File: config.mk
export PLATFORM = sky130hd
export DESIGN_NAME = dma_axi_w_flat
export DESIGN_NICKNAME = d
export VERILOG_FILES = /design/src/rtl/dma_axi_w_if.sv /design/src/rtl/dma_axi_w.sv /design/src/flat_wrapper.sv
export SDC_FILE = /design/constraint.sdc
export NUM_CORES = 1
export LEC_CHECK = 0
export CAP_MARGIN = 20
export CORE_MARGIN = 5
export CORE_UTILIZATION = 39
export CTS_CLUSTER_DIAMETER = 40
export DETAILED_ROUTE_END_ITERATION = 8
export GPL_ROUTABILITY_DRIVEN = 0
export PLACE_DENSITY = 0.86
export REMOVE_ABC_BUFFERS = 1
export SLEW_MARGIN = 0
export SYNTH_ARGS = -nofsm -noshare
export SYNTH_HDL_FRONTEND = slang
export SYNTH_SLANG_ARGS = --single-unit
File: constraint.sdc
create_clock -name clk -period 5.82 [get_ports clk]
set_input_delay 1.746 -clock clk [delete_from_list [all_inputs] [get_ports clk]]
set_output_delay 1.746 -clock clk [all_outputs]
set_load 0.01 [all_outputs]
File: src/rtl/dma_axi_w_if.sv
// -----------------------------------------------------------------------------
// dma_axi_w_if
// Bundles the two buses seen by the DMA AXI write master:
//   - the aligned beat stream coming from the write-data aligner
//     (dma_w_valid/addr/wdata/wstrb/len in, dma_w_ready out)
//   - the AXI4 AW, W and B channels going to the system interconnect
// Modports:
//   master : the burst master's view (drives AW/W, bready, dma_w_ready)
//   slave  : the environment's view (aligner plus interconnect side)
// -----------------------------------------------------------------------------
interface dma_axi_w_if #(
    parameter int ADDR_W    = 32,
    parameter int DATA_W    = 32,
    parameter int AXI_LEN_W = 8
);
    // Beat stream from the aligner
    logic                   dma_w_valid;
    logic [ADDR_W-1:0]      dma_w_addr;
    logic [DATA_W-1:0]      dma_w_wdata;
    logic [DATA_W/8-1:0]    dma_w_wstrb;
    logic [AXI_LEN_W-1:0]   dma_w_len;
    logic                   dma_w_ready;

    // AXI4 write address channel
    logic [ADDR_W-1:0]      m_axi_awaddr;
    logic [AXI_LEN_W-1:0]   m_axi_awlen;
    logic [2:0]             m_axi_awsize;
    logic [1:0]             m_axi_awburst;
    logic                   m_axi_awvalid;
    logic                   m_axi_awready;

    // AXI4 write data channel
    logic [DATA_W-1:0]      m_axi_wdata;
    logic [DATA_W/8-1:0]    m_axi_wstrb;
    logic                   m_axi_wlast;
    logic                   m_axi_wvalid;
    logic                   m_axi_wready;

    // AXI4 write response channel
    logic [1:0]             m_axi_bresp;
    logic                   m_axi_bvalid;
    logic                   m_axi_bready;

    modport master (
        input  dma_w_valid, dma_w_addr, dma_w_wdata, dma_w_wstrb, dma_w_len,
        output dma_w_ready,
        output m_axi_awaddr, m_axi_awlen, m_axi_awsize, m_axi_awburst, m_axi_awvalid,
        input  m_axi_awready,
        output m_axi_wdata, m_axi_wstrb, m_axi_wlast, m_axi_wvalid,
        input  m_axi_wready,
        input  m_axi_bresp, m_axi_bvalid,
        output m_axi_bready
    );

    modport slave (
        output dma_w_valid, dma_w_addr, dma_w_wdata, dma_w_wstrb, dma_w_len,
        input  dma_w_ready,
        input  m_axi_awaddr, m_axi_awlen, m_axi_awsize, m_axi_awburst, m_axi_awvalid,
        output m_axi_awready,
        input  m_axi_wdata, m_axi_wstrb, m_axi_wlast, m_axi_wvalid,
        output m_axi_wready,
        output m_axi_bresp, m_axi_bvalid,
        input  m_axi_bready
    );
endinterface

File: src/rtl/dma_axi_w.sv
// -----------------------------------------------------------------------------
// dma_axi_w
// AXI4 write burst master for the DMA write path. Each burst announced by the
// aligner becomes one AW transaction, the matching W beats (wlast on the final
// one) and a wait for the B response. Only one burst is in flight at a time.
// Ports:
//   clk    : clock
//   rst_n  : asynchronous active-low reset
//   clear  : synchronous clear of the sticky error flag
//   bus    : dma_axi_w_if.master (aligner beat stream + AXI AW/W/B channels)
//   busy   : high whenever the engine is not idle
//   error  : sticky, set by any non-OKAY write response
// -----------------------------------------------------------------------------
module dma_axi_w #(
    parameter int ADDR_W    = 32,
    parameter int DATA_W    = 32,
    parameter int AXI_LEN_W = 8
) (
    input  logic              clk,
    input  logic              rst_n,
    input  logic              clear,
    dma_axi_w_if.master       bus,
    output logic              busy,
    output logic              error
);

    localparam int STRB_W = DATA_W / 8;

    // Every beat is a full data word, so the size field is fixed
    localparam logic [2:0] AXI_SIZE  = 3'($clog2(STRB_W));
    localparam logic [1:0] AXI_INCR  = 2'b01;
    localparam logic [1:0] RESP_OKAY = 2'b00;

    localparam logic [1:0] S_IDLE = 2'd0;
    localparam logic [1:0] S_ADDR = 2'd1;
    localparam logic [1:0] S_DATA = 2'd2;
    localparam logic [1:0] S_RESP = 2'd3;

    logic [1:0]           state_q,    state_d;
    logic [ADDR_W-1:0]    awaddr_q,   awaddr_d;
    logic [AXI_LEN_W-1:0] awlen_q,    awlen_d;
    logic [AXI_LEN_W-1:0] beat_cnt_q, beat_cnt_d;
    logic                 error_q,    error_d;

    logic in_data;
    logic in_resp;
    logic w_hs;
    logic b_hs;
    logic last_beat;

    assign in_data   = (state_q == S_DATA);
    assign in_resp   = (state_q == S_RESP);
    assign last_beat = (beat_cnt_q == '0);

    // W channel is a straight pass-through of the aligner stream, gated to
    // the DATA state so no beat can leave before the AW handshake.
    assign bus.m_axi_wvalid  = bus.dma_w_valid & in_data;
    assign bus.m_axi_wdata   = bus.dma_w_wdata;
    assign bus.m_axi_wstrb   = bus.dma_w_wstrb;
    assign bus.m_axi_wlast   = in_data & last_beat;
    assign bus.dma_w_ready   = bus.m_axi_wready & in_data;

    assign bus.m_axi_awaddr  = awaddr_q;
    assign bus.m_axi_awlen   = awlen_q;
    assign bus.m_axi_awsize  = AXI_SIZE;
    assign bus.m_axi_awburst = AXI_INCR;
    assign bus.m_axi_awvalid = (state_q == S_ADDR);
    assign bus.m_axi_bready  = in_resp;

    assign w_hs = bus.m_axi_wvalid & bus.m_axi_wready;
    assign b_hs = in_resp & bus.m_axi_bvalid;

    assign busy  = (state_q != S_IDLE);
    assign error = error_q;

    // Burst sequencing. The address and length are captured once per burst in
    // IDLE; the beat counter then walks down to zero and the beat that
    // handshakes at zero closes the burst, so the counter can never wrap.
    always_comb begin
        state_d    = state_q;
        awaddr_d   = awaddr_q;
        awlen_d    = awlen_q;
        beat_cnt_d = beat_cnt_q;
        case (state_q)
            S_IDLE: begin
                if (bus.dma_w_valid) begin
                    awaddr_d   = bus.dma_w_addr;
                    awlen_d    = bus.dma_w_len;
                    beat_cnt_d = bus.dma_w_len;
                    state_d    = S_ADDR;
                end
            end
            S_ADDR: begin
                if (bus.m_axi_awready) begin
                    state_d = S_DATA;
                end
            end
            S_DATA: begin
                if (w_hs) begin
                    if (last_beat) begin
                        state_d = S_RESP;
                    end else begin
                        beat_cnt_d = beat_cnt_q - 1'b1;
                    end
                end
            end
            S_RESP: begin
                if (bus.m_axi_bvalid) begin
                    state_d = S_IDLE;
                end
            end
            default: begin
                state_d = S_IDLE;
            end
        endcase
    end

    // Sticky error: a failing response in the same cycle as clear must not be
    // lost, so the set term has priority.
    always_comb begin
        error_d = error_q;
        if (b_hs && (bus.m_axi_bresp != RESP_OKAY)) begin
            error_d = 1'b1;
        end else if (clear) begin
            error_d = 1'b0;
        end
    end

    // State registers. Reset abandons any in-flight AXI transaction.
    always_ff @(posedge clk or negedge rst_n) begin
        if (!rst_n) begin
            state_q    <= S_IDLE;
            awaddr_q   <= '0;
            awlen_q    <= '0;
            beat_cnt_q <= '0;
            error_q    <= 1'b0;
        end else begin
            state_q    <= state_d;
            awaddr_q   <= awaddr_d;
            awlen_q    <= awlen_d;
            beat_cnt_q <= beat_cnt_d;
            error_q    <= error_d;
        end
    end

endmodule

File: src/flat_wrapper.sv
// flat-port wrapper written by rule: the top's interface ports become plain ports
module dma_axi_w_flat 
#(
    parameter int ADDR_W    = 32,
    parameter int DATA_W    = 32,
    parameter int AXI_LEN_W = 8
)
  (clk, rst_n, clear, busy, error, bus_dma_w_valid, bus_dma_w_addr, bus_dma_w_wdata, bus_dma_w_wstrb, bus_dma_w_len, bus_dma_w_ready, bus_m_axi_awaddr, bus_m_axi_awlen, bus_m_axi_awsize, bus_m_axi_awburst, bus_m_axi_awvalid, bus_m_axi_awready, bus_m_axi_wdata, bus_m_axi_wstrb, bus_m_axi_wlast, bus_m_axi_wvalid, bus_m_axi_wready, bus_m_axi_bresp, bus_m_axi_bvalid, bus_m_axi_bready);
  dma_axi_w_if #(.ADDR_W(ADDR_W), .DATA_W(DATA_W), .AXI_LEN_W(AXI_LEN_W)) bus_i ();
  input  logic clk;
  input  logic rst_n;
  input  logic clear;
  output logic busy;
  output logic error;
  input wire logic [$bits(bus_i.dma_w_valid)-1:0] bus_dma_w_valid;
  input wire logic [$bits(bus_i.dma_w_addr)-1:0] bus_dma_w_addr;
  input wire logic [$bits(bus_i.dma_w_wdata)-1:0] bus_dma_w_wdata;
  input wire logic [$bits(bus_i.dma_w_wstrb)-1:0] bus_dma_w_wstrb;
  input wire logic [$bits(bus_i.dma_w_len)-1:0] bus_dma_w_len;
  output wire logic [$bits(bus_i.dma_w_ready)-1:0] bus_dma_w_ready;
  output wire logic [$bits(bus_i.m_axi_awaddr)-1:0] bus_m_axi_awaddr;
  output wire logic [$bits(bus_i.m_axi_awlen)-1:0] bus_m_axi_awlen;
  output wire logic [$bits(bus_i.m_axi_awsize)-1:0] bus_m_axi_awsize;
  output wire logic [$bits(bus_i.m_axi_awburst)-1:0] bus_m_axi_awburst;
  output wire logic [$bits(bus_i.m_axi_awvalid)-1:0] bus_m_axi_awvalid;
  input wire logic [$bits(bus_i.m_axi_awready)-1:0] bus_m_axi_awready;
  output wire logic [$bits(bus_i.m_axi_wdata)-1:0] bus_m_axi_wdata;
  output wire logic [$bits(bus_i.m_axi_wstrb)-1:0] bus_m_axi_wstrb;
  output wire logic [$bits(bus_i.m_axi_wlast)-1:0] bus_m_axi_wlast;
  output wire logic [$bits(bus_i.m_axi_wvalid)-1:0] bus_m_axi_wvalid;
  input wire logic [$bits(bus_i.m_axi_wready)-1:0] bus_m_axi_wready;
  input wire logic [$bits(bus_i.m_axi_bresp)-1:0] bus_m_axi_bresp;
  input wire logic [$bits(bus_i.m_axi_bvalid)-1:0] bus_m_axi_bvalid;
  output wire logic [$bits(bus_i.m_axi_bready)-1:0] bus_m_axi_bready;
  assign bus_i.dma_w_valid = bus_dma_w_valid;
  assign bus_i.dma_w_addr = bus_dma_w_addr;
  assign bus_i.dma_w_wdata = bus_dma_w_wdata;
  assign bus_i.dma_w_wstrb = bus_dma_w_wstrb;
  assign bus_i.dma_w_len = bus_dma_w_len;
  assign bus_dma_w_ready = bus_i.dma_w_ready;
  assign bus_m_axi_awaddr = bus_i.m_axi_awaddr;
  assign bus_m_axi_awlen = bus_i.m_axi_awlen;
  assign bus_m_axi_awsize = bus_i.m_axi_awsize;
  assign bus_m_axi_awburst = bus_i.m_axi_awburst;
  assign bus_m_axi_awvalid = bus_i.m_axi_awvalid;
  assign bus_i.m_axi_awready = bus_m_axi_awready;
  assign bus_m_axi_wdata = bus_i.m_axi_wdata;
  assign bus_m_axi_wstrb = bus_i.m_axi_wstrb;
  assign bus_m_axi_wlast = bus_i.m_axi_wlast;
  assign bus_m_axi_wvalid = bus_i.m_axi_wvalid;
  assign bus_i.m_axi_wready = bus_m_axi_wready;
  assign bus_i.m_axi_bresp = bus_m_axi_bresp;
  assign bus_i.m_axi_bvalid = bus_m_axi_bvalid;
  assign bus_m_axi_bready = bus_i.m_axi_bready;
  dma_axi_w #(.ADDR_W(ADDR_W), .DATA_W(DATA_W), .AXI_LEN_W(AXI_LEN_W)) u_core (.clk(clk), .rst_n(rst_n), .clear(clear), .bus(bus_i), .busy(busy), .error(error));
endmodule
# Yosys cells after proc, flatten, opt, wreduce, memory -nomap -nowiden
# Cells that the tools add are included.
dict set report word_totals {
  word_cells 42
  regBits 51
}
dict set report op_classes {
  add_sub_neg 1
  n_reduce_logical 10
  n_mux 12
  n_eq_ne 9
  bitwise_logic 5
}
# cell n
set op_table {}
lappend op_table {{8-bit two-way mux} 3}
lappend op_table {{8-bit case mux with 2 select lines} 1}
lappend op_table {{2-bit two-way mux} 5}
lappend op_table {{2-bit inequality test (second input constant)} 5}
lappend op_table {{8-bit zero test} 1}
lappend op_table {{2-bit case mux with 4 select lines} 1}
lappend op_table {{2-bit nonzero test} 4}
lappend op_table {{8-bit by 1-bit subtractor with 8-bit output (second input constant)} 1}
lappend op_table {{1-bit AND} 5}
lappend op_table {{5-bit AND reduction} 1}
lappend op_table {{2-bit == test (second input constant)} 2}
lappend op_table {{4-bit AND reduction} 1}
lappend op_table {{2-bit by 1-bit == test with 1-bit output (second input constant)} 1}
lappend op_table {{2-bit zero test} 1}
lappend op_table {{1-bit two-way mux} 2}
lappend op_table {{2-bit by 1-bit inequality test with 1-bit output (second input constant)} 1}
lappend op_table {{2-bit AND reduction} 1}
lappend op_table {{1-bit logical AND} 1}

# Longest topological paths before layout
dict set report logic_depth {
  ltp_word 5
  mapped_depth 8
}

# Least setup slack after synthesis
# Ideal clock, no wire load.
dict set report synth_path {
  path_type {input-to-output}
  start {input port bus_dma_w_valid}
  end {output port bus_m_axi_wvalid}
  setup_slack_ps 2007
  t_required_ps 4074
  path_buffers 1
  arrival_time_ps 2067
  stages 2
  path_cell_list {buf_2 -> and2_1}
}
dict set report synth_via {
  elab_chain_len 1
}
# item line_no
set synth_lines {}
lappend synth_lines {{start, declared} flat_wrapper.sv:15} ;# input wire logic [$bits(bus_i.dma_w_valid)-1:0] bus_dma_w_valid;
lappend synth_lines {{1-bit AND} dma_axi_w.sv:57} ;# assign bus.m_axi_wvalid = bus.dma_w_valid & in_data;
lappend synth_lines {{end, declared} flat_wrapper.sv:30} ;# output wire logic [$bits(bus_i.m_axi_wvalid)-1:0] bus_m_axi_wvalid;
# No other way between the ends.

# Final worst setup path
# Same ends and word-level chain as after synthesis.

==> impl_metrics.yaml <==
timing:
  period_minus_slack_ns: 4.84
  slew_headroom: 0.506
  tns_ns: 0
  max_freq_mhz: 207
  timing.final.crit_share: 0.831
  drv_slew: 0
  final_hold_viol_count: 0
  setup_viol: 0
  finClkSkew_ns: 0.00786
  worst_slew_pin_slew_ns: 0.739
  rsz0062_at_grt: "false"
setup_path:
  crit_family: "buffers and inverters"
  crit_chain: "clkdlybuf4s50_1 -> and2_1 -> clkdlybuf4s50_1"
  cp_slowest_cell: "clkdlybuf4s50_1"
  end_kind: "primary output"
  critPathKind: "input pin to primary output"
  start_kind: "input pin"
  cp.arrival_ns: 3.09
  cp_slowest_stage_delay_ns: 0.64
  path_common_cell: "clkdlybuf4s50_1"
  cp_max_fo: 11
  cp.required_ns: 4.07
  cp_num_buf_inv: 2
global_routing:
  grt_pass1_vias: 2099
  grt_pass1_wl_um: 11800
  grt_use_total: 0.180
  grt_max_degree: 44
  grt.overflow.total: 0
  grt_antenna_before_repair: 0
run_status:
  status: "finished, final reports clean"
power_and_ir_drop:
  sequentialPowerShare: 0.383
  finalPower_mw: 1.68
  leakagePower_nw: 1.65
  power.internal_mw: 1.06
  comb_power_share: 0.486
  sw_frac_of_total: 0.368
  clkPwrFrac: 0.131
  vdd_drop_max_v: 0.000273
  powerDensity_nw_per_um2: 480
  p_switching_uw: 616
clocking:
  h-tree-depth: 2
  cts_root_buffer: "clkbuf_8"
  clockBufferDepth: 2
  cts-resized-gates: 0
  cts_made_buffers: 5
  path_clk_slew_ns: 0.09
  clk_latency_ns: 0.29
  cts_hold_buf: 0
  postCtsSetupBuffers: 0
  cts_tree: "built"
  clock-sinks: 51
die:
  core_area_sq_um: 6720
  die-area_sq_um: 8550
  die_x_um: 92.5
  die_h_um: 92.5
  start_util: 0.395
  ioPinCount: 173
  num_rows: 30
layout:
  drive_gt1_frac: 0.0620
  area_growth_pct: 31.6
  n_antenna_cell: 0
  fin_area_sq_um: 3490
  fin_nets: 446
synth:
  syn_area_per_cell_sq_um: 8.87
  yosys_warnings: 0
  yosysSeqAreaShare: 0.481
  ys_types: 41
  synth_cells: 299
  ys_ff_latch: 51
  synth_area_sq_um: 2650
detailed_routing:
  drc: 0
  drt_first_pass_iters: 4
  drt-initial-drc-count: 50
  via_per_inst: 4.96
  drtAntennaViolNets: 0
  vias: 2158
  wl_per_cell_um: 17.9
  wl_um: 7800
placement:
  numPortBuffers: 95
  dpl-instance-area_sq_um: 3390
  hpwl_um: 6050
run:
  maxCapViolations: 0
worst_hold_path:
  hp-class: "register to register"
==> sequential cells by signal, indices dropped and copies added (netlist names) <==
name,count
u_core.bus.m_axi_awaddr,32
u_core.beat_cnt_q,8
u_core.bus.m_axi_awlen,8
u_core.state_q,2
u_core.error,1
==> worst register-to-register path: stages (launching register included) <==
cell      delay [ns]
dfrtp_1         0.42
inv_1           0.12
ha_1            0.44
inv_1           0.21
a211oi_2        0.63
a311oi_1        0.19
nor3_1          0.21
==> cell families (layout without fill, tap and decap cells) <==
group                      Yosys count  after routing  share of synthesized area
AOI/OAI and AO/OA                   25             25                     0.0712
xor gates and xnor gates             2              2                    0.00660
adders and majority gates            7              7                     0.0330
buffers and inverters               61            114                      0.149
DFF                                 51             51                      0.481
muxes                                2              2                    0.00849
other                                2              5                    0.00283
and+or+nand+nor                    149            149                      0.248
==> worst paths after layout <==
| check | start | cells past startpoint | slack, ns | to |
|---|---|---|---|---|
| setup / recovery | bus_dma_w_valid | 3 | 0.98 | bus_m_axi_wvalid |
| hold / removal | u_core.bus.m_axi_awaddr[8] | 2 | 0.48 | u_core.bus.m_axi_awaddr[8] |
| setup reg to reg | u_core.state_q[0] | 6 | 3.52 | u_core.beat_cnt_q[4] |
| hold reg to reg | u_core.bus.m_axi_awaddr[8] | 2 | 0.48 | u_core.bus.m_axi_awaddr[8] |
| max in group asynchronous | rst_n | 2 | 3.78 | u_core.bus.m_axi_awaddr[17] |
| min in group asynchronous | rst_n | 1 | 1.48 | u_core.bus.m_axi_awlen[4] |
==> cells in the mapped netlist (all sizes together) <==
| master | instances | area, sq um |
|---|---|---|
| a21o | 3 | 23.8 |
| dfrtp | 51 | 1280 |
| and3 | 5 | 33.8 |
| o22a | 1 | 8.76 |
| a21oi | 5 | 25.0 |
| or3 | 1 | 6.26 |
| or4bb | 1 | 11.3 |
| conb | 2 | 7.51 |
| and2 | 3 | 18.8 |
| nand4 | 2 | 12.5 |
| a211oi | 7 | 57.6 |
| xnor2 | 1 | 8.76 |
| nand2b | 2 | 12.5 |
| o221ai | 1 | 8.76 |
| o21ai | 1 | 5.00 |
| a221oi | 1 | 8.76 |
| ha | 7 | 87.6 |
| nand3b | 1 | 7.51 |
| clkbuf | 7 | 26.3 |
| a311oi | 2 | 17.5 |
| mux2 | 2 | 22.5 |
| nor3b | 1 | 12.5 |
| nor4 | 1 | 21.3 |
| o211ai | 2 | 15.0 |
| xor2 | 1 | 8.76 |
| o32a | 1 | 10.0 |
| or4b | 1 | 10.0 |
| and4 | 1 | 10.0 |
| nor2 | 7 | 26.3 |
| nand3 | 1 | 5.00 |
| nand2 | 117 | 439 |
| inv | 8 | 30.0 |
| buf | 46 | 339 |
| nor3 | 5 | 30.0 |
| o32ai | 1 | 8.76 |
==> layout by cell type (no fill, tap or decap), types with 3 or more instances in the layout <==
cell,n
nor3_1,4
dfrtp_1,51
nor2_1,7
clkdlybuf4s50_1,94
and3_1,3
inv_1,8
ha_1,7
a21oi_1,5
a211oi_1,6
clkbuf_8,7
and2_1,3
conb_1,5
nand2_1,117
==> stage by stage <==
step	hold slack, ns	util	setup slack, ns	instances
CTS	0.485	0.520	0.984	435
global placement	0.457	0.500	1.00	426
finish	0.478	0.520	0.982	435
global route	0.507	0.520	0.942	435
detailed placement	0.462	0.504	0.982	427
floorplan	0.479	-	2.16	249
==> per-layer routing <==
metal	share of wire	wire length, um	global-route usage	up-vias
li1	-	-	-	1021
met1	0.42	3280	0.222	1005
met2	0.41	3220	0.248	123
met3	0.15	1170	0.133	7
met4	0.0067	52	0.0248	2
met5	0.0092	72	0.103	-
==> power by group through the flow <==
| stage | Sequential (mW) | Combinational [mW] | Clock, mW |
|---|---|---|---|
| 2_1_floorplan | 0.694 | 0.334 | 0 |
| 3_3_place_gp | 0.638 | 0.799 | 0 |
| 3_5_place_dp | 0.650 | 0.825 | 0 |
| 4_1_cts | 0.643 | 0.831 | 0.230 |
| 5_1_grt | 0.667 | 0.894 | 0.242 |
| 6_report | 0.641 | 0.814 | 0.220 |
==> cell type report <==
class                   count  area (sq um)
flip-flops and latches     51          1280
repair buffers             98           988
inverters                   8          30.0
multi-input cells         190           992
clock inverters             1          7.51
fillers                   620          3230
well taps                  80           100
clock buffers               7          96.3
Power figures use the tool's default switching activity.
